### src/rtl/mips_pkg.sv
// Shared fetch-stage definitions: FSM encoding, reset vector and PC step.
package mips_pkg;

  typedef enum logic {
    FETCH  = 1'b0,
    DECODE = 1'b1
  } fetch_state_t;

  localparam logic [31:0] RESET_PC_DEFAULT = 32'h0000_0000;
  localparam logic [31:0] PC_INCR          = 32'd4;

endpackage

### src/rtl/next_pc_sel.sv
// Next-PC selection: JR > J/JAL > branch > sequential, all 32-bit modulo.
module next_pc_sel
  import mips_pkg::*;
(
  input  logic [31:0] pc,
  input  logic        PCSrc1,
  input  logic        PCSrc2,
  input  logic        PCSrc3,
  input  logic [25:0] jump_index,
  input  logic [15:0] branch_imm,
  input  logic [31:0] rs_data,
  output logic [31:0] pc_plus4,
  output logic [31:0] next_pc
);

  logic signed [31:0] br_off;

  assign pc_plus4 = pc + PC_INCR;
  assign br_off   = {{14{branch_imm[15]}}, branch_imm, 2'b00};

  always_comb begin
    next_pc = pc_plus4;
    if (PCSrc3) begin
      // Misaligned JR targets are forced to a word boundary; the error is flagged upstream.
      next_pc = {rs_data[31:2], 2'b00};
    end else if (PCSrc1) begin
      next_pc = {pc_plus4[31:28], jump_index, 2'b00};
    end else if (PCSrc2) begin
      next_pc = pc_plus4 + $unsigned(br_off);
    end
  end

endmodule

### src/rtl/fetch_unit.sv
// Two-state instruction fetch: requests a word, latches it for decode,
// then advances the PC from the control-selected next-PC source.
module fetch_unit
  import mips_pkg::*;
#(
  parameter logic [31:0] RESET_PC = RESET_PC_DEFAULT,
  parameter int          MAX_WAIT = 8
) (
  input  logic        clk,
  input  logic        rst_n,
  output logic        imem_req,
  output logic [31:0] imem_addr,
  input  logic        imem_ready,
  input  logic [31:0] imem_rdata,
  output logic [31:0] instr_out,
  output logic        instr_valid,
  output logic [31:0] pc_out,
  output logic [31:0] pc_plus4,
  input  logic        PCSrc1,
  input  logic        PCSrc2,
  input  logic        PCSrc3,
  input  logic [25:0] jump_index,
  input  logic [15:0] branch_imm,
  input  logic [31:0] rs_data,
  input  logic        stall,
  output logic        addr_err
);

  localparam int                WAIT_W    = $clog2(MAX_WAIT + 1);
  localparam logic [WAIT_W-1:0] WAIT_SAT  = WAIT_W'(MAX_WAIT);
  localparam logic [WAIT_W-1:0] WAIT_LAST = WAIT_W'(MAX_WAIT - 1);
  localparam logic [WAIT_W-1:0] WAIT_ONE  = WAIT_W'(1);

  fetch_state_t      state;
  logic [WAIT_W-1:0] wait_cnt;
  logic [31:0]       next_pc;

  next_pc_sel u_next_pc_sel (
    .pc         (pc_out),
    .PCSrc1     (PCSrc1),
    .PCSrc2     (PCSrc2),
    .PCSrc3     (PCSrc3),
    .jump_index (jump_index),
    .branch_imm (branch_imm),
    .rs_data    (rs_data),
    .pc_plus4   (pc_plus4),
    .next_pc    (next_pc)
  );

  assign imem_addr = pc_out;

  // imem_req is registered, so the first request after reset appears one
  // edge after release and a returned word is only accepted while it is high.
  always_ff @(posedge clk or negedge rst_n) begin
    if (!rst_n) begin
      state       <= FETCH;
      pc_out      <= RESET_PC;
      instr_out   <= '0;
      instr_valid <= 1'b0;
      imem_req    <= 1'b0;
      addr_err    <= 1'b0;
      wait_cnt    <= '0;
    end else begin
      case (state)
        FETCH: begin
          imem_req <= 1'b1;
          if (imem_req && imem_ready) begin
            instr_out   <= imem_rdata;
            instr_valid <= 1'b1;
            imem_req    <= 1'b0;
            wait_cnt    <= '0;
            state       <= DECODE;
          end else if (imem_req) begin
            if (wait_cnt != WAIT_SAT) wait_cnt <= wait_cnt + WAIT_ONE;
            if (wait_cnt == WAIT_LAST) addr_err <= 1'b1;
          end
        end
        DECODE: begin
          if (!stall) begin
            pc_out      <= next_pc;
            instr_valid <= 1'b0;
            imem_req    <= 1'b1;
            wait_cnt    <= '0;
            state       <= FETCH;
            if (PCSrc3 && (rs_data[1:0] != 2'b00)) addr_err <= 1'b1;
          end
        end
        default: state <= FETCH;
      endcase
    end
  end

endmodule
### config.mk
export PLATFORM = sky130hd
export DESIGN_NAME = fetch_unit
export DESIGN_NICKNAME = d
export VERILOG_FILES = /design/src/rtl/mips_pkg.sv /design/src/rtl/next_pc_sel.sv /design/src/rtl/fetch_unit.sv
export SDC_FILE = /design/constraint.sdc
export NUM_CORES = 1
export LEC_CHECK = 0
export CAP_MARGIN = 20
export CORE_MARGIN = 10
export CORE_UTILIZATION = 45
export CTS_BUF_LIST = sky130_fd_sc_hd__clkbuf_2
export CTS_CLUSTER_DIAMETER = 200
export DETAILED_ROUTE_END_ITERATION = 10
export PLACE_DENSITY = 0.86
export SETUP_SLACK_MARGIN = 0.4
export SYNTH_ARGS = -nofsm -noshare
export SYNTH_HDL_FRONTEND = slang
export SYNTH_SLANG_ARGS = --single-unit
### constraint.sdc
create_clock -name clk -period 4.9 [get_ports clk]
set_input_delay 0.98 -clock clk [delete_from_list [all_inputs] [get_ports clk]]
set_output_delay 0.98 -clock clk [all_outputs]
set_load 0.02 [all_outputs]
# Word-level counts from Yosys, hierarchy flattened
# Cells that the tools add are included.
# word_totals
ff_bits,72
in_bits,113
elab_cells,53
out_inout_bits,131
# op_classes
bitwise_logic,2
n_eq_ne,10
n_addsub,3
muxes,23
n_reduce_logical,8
# op_table
op,n
2-to-1 mux 32 bit,3
adder 32 x 3 -> 32 bit (second input constant),1
adder 32 bit,1
2-to-1 mux 4 bit,4
2-to-1 mux 1 bit,11
!= test 2 bit (second input constant),5
one-hot mux 1 bit (2 select lines),4
one-hot mux 4 bit (2 select lines),1
!= test 3 bit (second input constant),2
AND reduction 2 bit,3
AND reduction 5 bit,1
adder 4 x 1 -> 4 bit (second input constant),1
== test 4 x 3 -> 1 bit (second input constant),1
!= test 4 bit (second input constant),1
AND reduction 3 bit,1
logical AND 1 bit,2
!= test 2 x 1 -> 1 bit (second input constant),1
inverter 1 bit,2
nonzero test 2 bit,1

# Depth between registers and ports, before layout
# depth
depth_word,5
mapped_depth,17
ltp_nobuf,17

# Cells and area by module
# Synthesis repeated with hierarchy kept, for this count alone.
# unflattened
cells_unflattened,653
area_unflattened_um2,6080.8
# by_module_without_submodules
mod,area_per_inst_um2,seq_area_each_um2,cells_per_inst,n_inst
fetch_unit,3175.5,1801.7,209,1
next_pc_sel,2905.3,0.0,444,1

# Worst setup path after synthesis
# No wires, ideal clock.
# synth_path
path_kind,reg-to-reg
startpoint,register pc_out[2] (netlist: imem_addr[2])
endpoint,register pc_out[31] (netlist: imem_addr[31])
synth_period_minus_slack_ns,4.156
path_stages_with_launch,18
required_ns,4.831
n_path_buf,0
setup_ns,0.069
slack_ns,0.744
t_arrival_ns,4.087
path_cell_list,dfrtp_1 -> ha_1 -> inv_1 -> nor4_2 -> nand3_1 -> nor2_1 -> nand3_1 -> xnor2_1 -> ha_1 -> a21oi_1 -> o21bai_1 -> a211oi_1 -> nand4_1 -> a221oi_2 -> nor3_2 -> xnor2_1 -> or4_1 -> nand3_1
# synth_between
elab_chain_len,5
# synth_rtl
element,line_no,text
"start, declared",fetch_unit.sv:17,"output logic [31:0] pc_out,"
"start signal, assigned",fetch_unit.sv:80,pc_out <= next_pc;
adder 32 x 3 -> 32 bit,next_pc_sel.sv:18,assign pc_plus4 = pc + PC_INCR;
via pc_plus4[28],fetch_unit.sv:18,"output logic [31:0] pc_plus4,"
adder 32 bit,next_pc_sel.sv:29,next_pc = pc_plus4 + $unsigned(br_off);
2-to-1 mux 32 bit,next_pc_sel.sv:28,end else if (PCSrc2) begin
2-to-1 mux 32 bit,next_pc_sel.sv:26,end else if (PCSrc1) begin
2-to-1 mux 32 bit,next_pc_sel.sv:23,if (PCSrc3) begin
# The timed path passes the listed nets, and every way through them passes these cells.
# A chain may end at the register's enable or synchronous reset.

# Worst setup path after layout
# layout_path
startpoint,register pc_out[3] (netlist: imem_addr[3])
endpoint,output port pc_plus4[20]
# layout_between
elab_chain_len,1
# layout_rtl
element,line_no
adder 32 x 3 -> 32 bit,next_pc_sel.sv:18
"end, declared",fetch_unit.sv:18
# Every way passes these cells.

==> impl_metrics.csv <==
group,metric,value,unit
synth,synthFlopType,"dfrtp_1",
setup_path,path_max_fanout,6,
timing,setup_tns,0,ns
pwr,power.total,5.44,mW
grt,grt_pass1_vias,6105,
setup_path,crit_path_start_kind,"flop",
die,start_util,45.8,%
synth,netlist.area_leader.share,30.3,%
clocking,clk_pin_slew_worst_paths,0.25,ns
synth,synth_edf_count,0,
setup_path,endpoint_kind,"primary output",
timing,final.setup.worst_slack,0.595,ns
die,dieHeight,133,microns
synth,synthesis.instances,673,
setup_path,cp.arrival,3.33,ns
clocking,insertion_delay,0.57,ns
setup_path,timing.rr.start,"imem_addr[3]",
detailed_routing,ant_nets,0,
die,num_rows,41,
timing,timing_hold_violations_final,0,
placed_design,place.gp.congestion,0.931,
timing,rsz0062_at_grt,"true",
synth,yosys_register_bits,70,
timing,slew_headroom,37.6,%
grt,grt_max_degree,71,
synth,ys_seq_area_share,30.3,%
synth,async_reset_ff_share,100,%
timing,finalSetupViolCount,0,
timing,maxSlewViolCount,0,
setup_path,crit_required,3.92,ns
pwr,powerDensity,660,nW/um^2
flow_run,max_cap_viol_count,0,
detailed_routing,routed_wl,21600,microns
synth,yosys.area.top_type,"dfrtp_1",
synth,avgSynthCellArea,8.59,sq um
clocking,cts-buffers-inserted,9,
detailed_routing,wl_per_cell,20.5,microns
grt,antenna_found_initial,1,
detailed_routing,drtPass1Iterations,7,
grt,grt_pass1_wl,33800,microns
synth,syn_area,5780,sq um
clocking,cts_max_level,3,
clocking,cts.sinks,70,
detailed_routing,viasPerCell,5.66,
die,dieWidth,133,microns
grt,globalRouteOverflowTotal,0,
clocking,cts_root_buf,"clkbuf_2",
setup_path,criticalPathCategory,"reg -> out",
placed_design,place_hpwl,16600,microns
cells_and_area,area_delta_synth_final,42.6,%
clocking,clockBufferDepth,2,
detailed_routing,vias,5959,
cells_and_area,utilization,65.3,%
cells_and_area,fillers,1076,
timing,max_freq,0.232,GHz
timing,timing.final.crit_share,87.9,%
timing,tightestPinTransition,0.936,ns
pwr,peakVddDrop,0.000356,V
cells_and_area,nets,1027,
clocking,cts_tree,"done",
die,ios,244,
clocking,hold_buffers,0,
setup_path,timing.rr.end,"imem_addr[31]",
die,coreArea,12600,sq um
clocking,post_cts_buffers,0,
synth,yosys_warnings,0,
grt,grt_use_total,23.5,%
timing,min_period,4.31,ns
placed_design,portBuffers,237,
synth,synthDistinctLibCells,60,
die,dieArea,17800,sq um
status,outcome,"complete, no violations",
timing,skew,0.0266,ns
setup_path,worst_r2r_path_depth,18,
pwr,p_leak,3.44,nW
setup_path,rrSetupSlack,0.73,ns
detailed_routing,drc,0,
hold_path,hold_class,"in -> async",
synth,yosys-top-cells-area,"dfrtp_1 (30%), ha_1 (8.2%), mux2_2 (6.4%), xnor2_1 (5.3%), buf_4 (4.7%)",
detailed_routing,drt_iter0_markers,395,
placed_design,dp_slack,0.717,ns
cells_and_area,drive_gt1_share,9.77,%
setup_path,startpoint,"imem_addr[3]",
logic make-up (layout without fill, tap and decap cells):
logic type | after synthesis | after routing | synth area share, %
flops | 70 | 70 | 30.3
compound gates | 199 | 199 | 22.5
buf+inv | 84 | 286 | 7.79
xor+xnor | 52 | 52 | 7.88
mux | 39 | 39 | 7.47
simple gates | 189 | 189 | 15.4
other cells | 1 | 7 | 0.0649
fa+ha+maj | 39 | 39 | 8.57
Yosys cell counts (4+ instances only):
cell type	n
dfrtp_1	70
nand2_1	65
nor2_1	50
a21oi_1	49
o21ai_0	45
ha_1	38
buf_4	36
xnor2_1	35
mux2_2	33
clkbuf_1	25
nand3_1	21
inv_1	20
xor2_1	17
a21o_1	16
nand4_1	13
o211ai_1	12
and3_1	11
a31oi_1	9
o21a_1	9
a211oi_1	8
o21bai_1	7
mux2i_1	6
o22ai_1	6
nor3_1	5
a221o_1	4
a221oi_1	4
nand2b_1	4
or3_1	4
cells in the final DEF (no fill, tap or decap), drive strengths merged, types with 11 or more instances in the layout:
cell type,Yosys,routed
a21o,16,16
a21oi,50,50
and3,11,11
buf,39,14
clkdlybuf4s50,0,232
dfrtp,70,70
ha,38,38
inv,20,24
mux2,33,33
nand2,65,65
nand3,21,21
nand4,13,13
nor2,50,50
o211ai,12,12
o21ai,48,48
xnor2,35,35
xor2,17,17
where the power goes:
group,internal [mW],switching [mW]
sequential,0.851,0.321
combinational,1.82,2.11
clock,0.0768,0.259
total,2.75,2.69
flip-flops by register name, indices dropped and copies added (netlist names):
signal       flops
state            1
imem_addr       30
wait_cnt         4
addr_err         1
instr_valid      1
imem_req         1
instr_out       32
repair_timing:
action / in CTS / in global routing
gates resized for setup: 2 / 10
endpoints found under the hold margin: 0 / 0
endpoints found under the setup margin: 2 / 7
per-stage QoR:
step | cells | hold slack, ns | area (sq um)
3_5_place_dp | 1036 | 0.444 | 8110
4_1_cts | 1052 | 0.492 | 8210
6_report | 1053 | 0.479 | 8240
5_1_grt | 1053 | 0.505 | 8240
3_3_place_gp | 1036 | 0.442 | 8110
2_1_floorplan | 678 | 0.491 | 5800
how the worst max path moves through the flow:
stage                          endpoint  depth (start not counted)  slack [ns]
after floorplan           imem_addr[31]                         17        0.74
after global placement    imem_addr[28]                         12        0.79
after detailed placement  imem_addr[28]                         12        0.72
after CTS                  pc_plus4[31]                          8        0.46
after global routing      imem_addr[31]                         18        0.33
final                      pc_plus4[20]                          8        0.59
routing by layer:
layer	part of all wire [%]	GRT usage [%]	up-vias
met5	0	0	-
met1	39	27.0	2833
met2	51	41.2	278
met4	1.8	6.89	0
li1	-	-	2813
met3	8.1	6.80	35
worst max-delay path, cell delays in order (launching register included):
cell,delay (ns)
dfrtp_1,0.51
ha_1,0.27
inv_1,0.09
nor4_2,0.31
buf_4,0.20
nand3_1,0.21
nor2_1,0.18
xor2_1,0.30
clkdlybuf4s50_1,0.69
final cells by class:
class	instances	area [sq um]	area share, %
diodes	1	2.50	0.0304
clock buffers	9	45.0	0.546
clock inverters	7	61.3	0.744
inverters	20	75.1	0.911
multi-input cells	524	3620	43.9
flip-flops and latches	70	1760	21.3
well taps	172	215	2.61
repair buffers	250	2470	30.0
(Power assumes the default switching activity.)
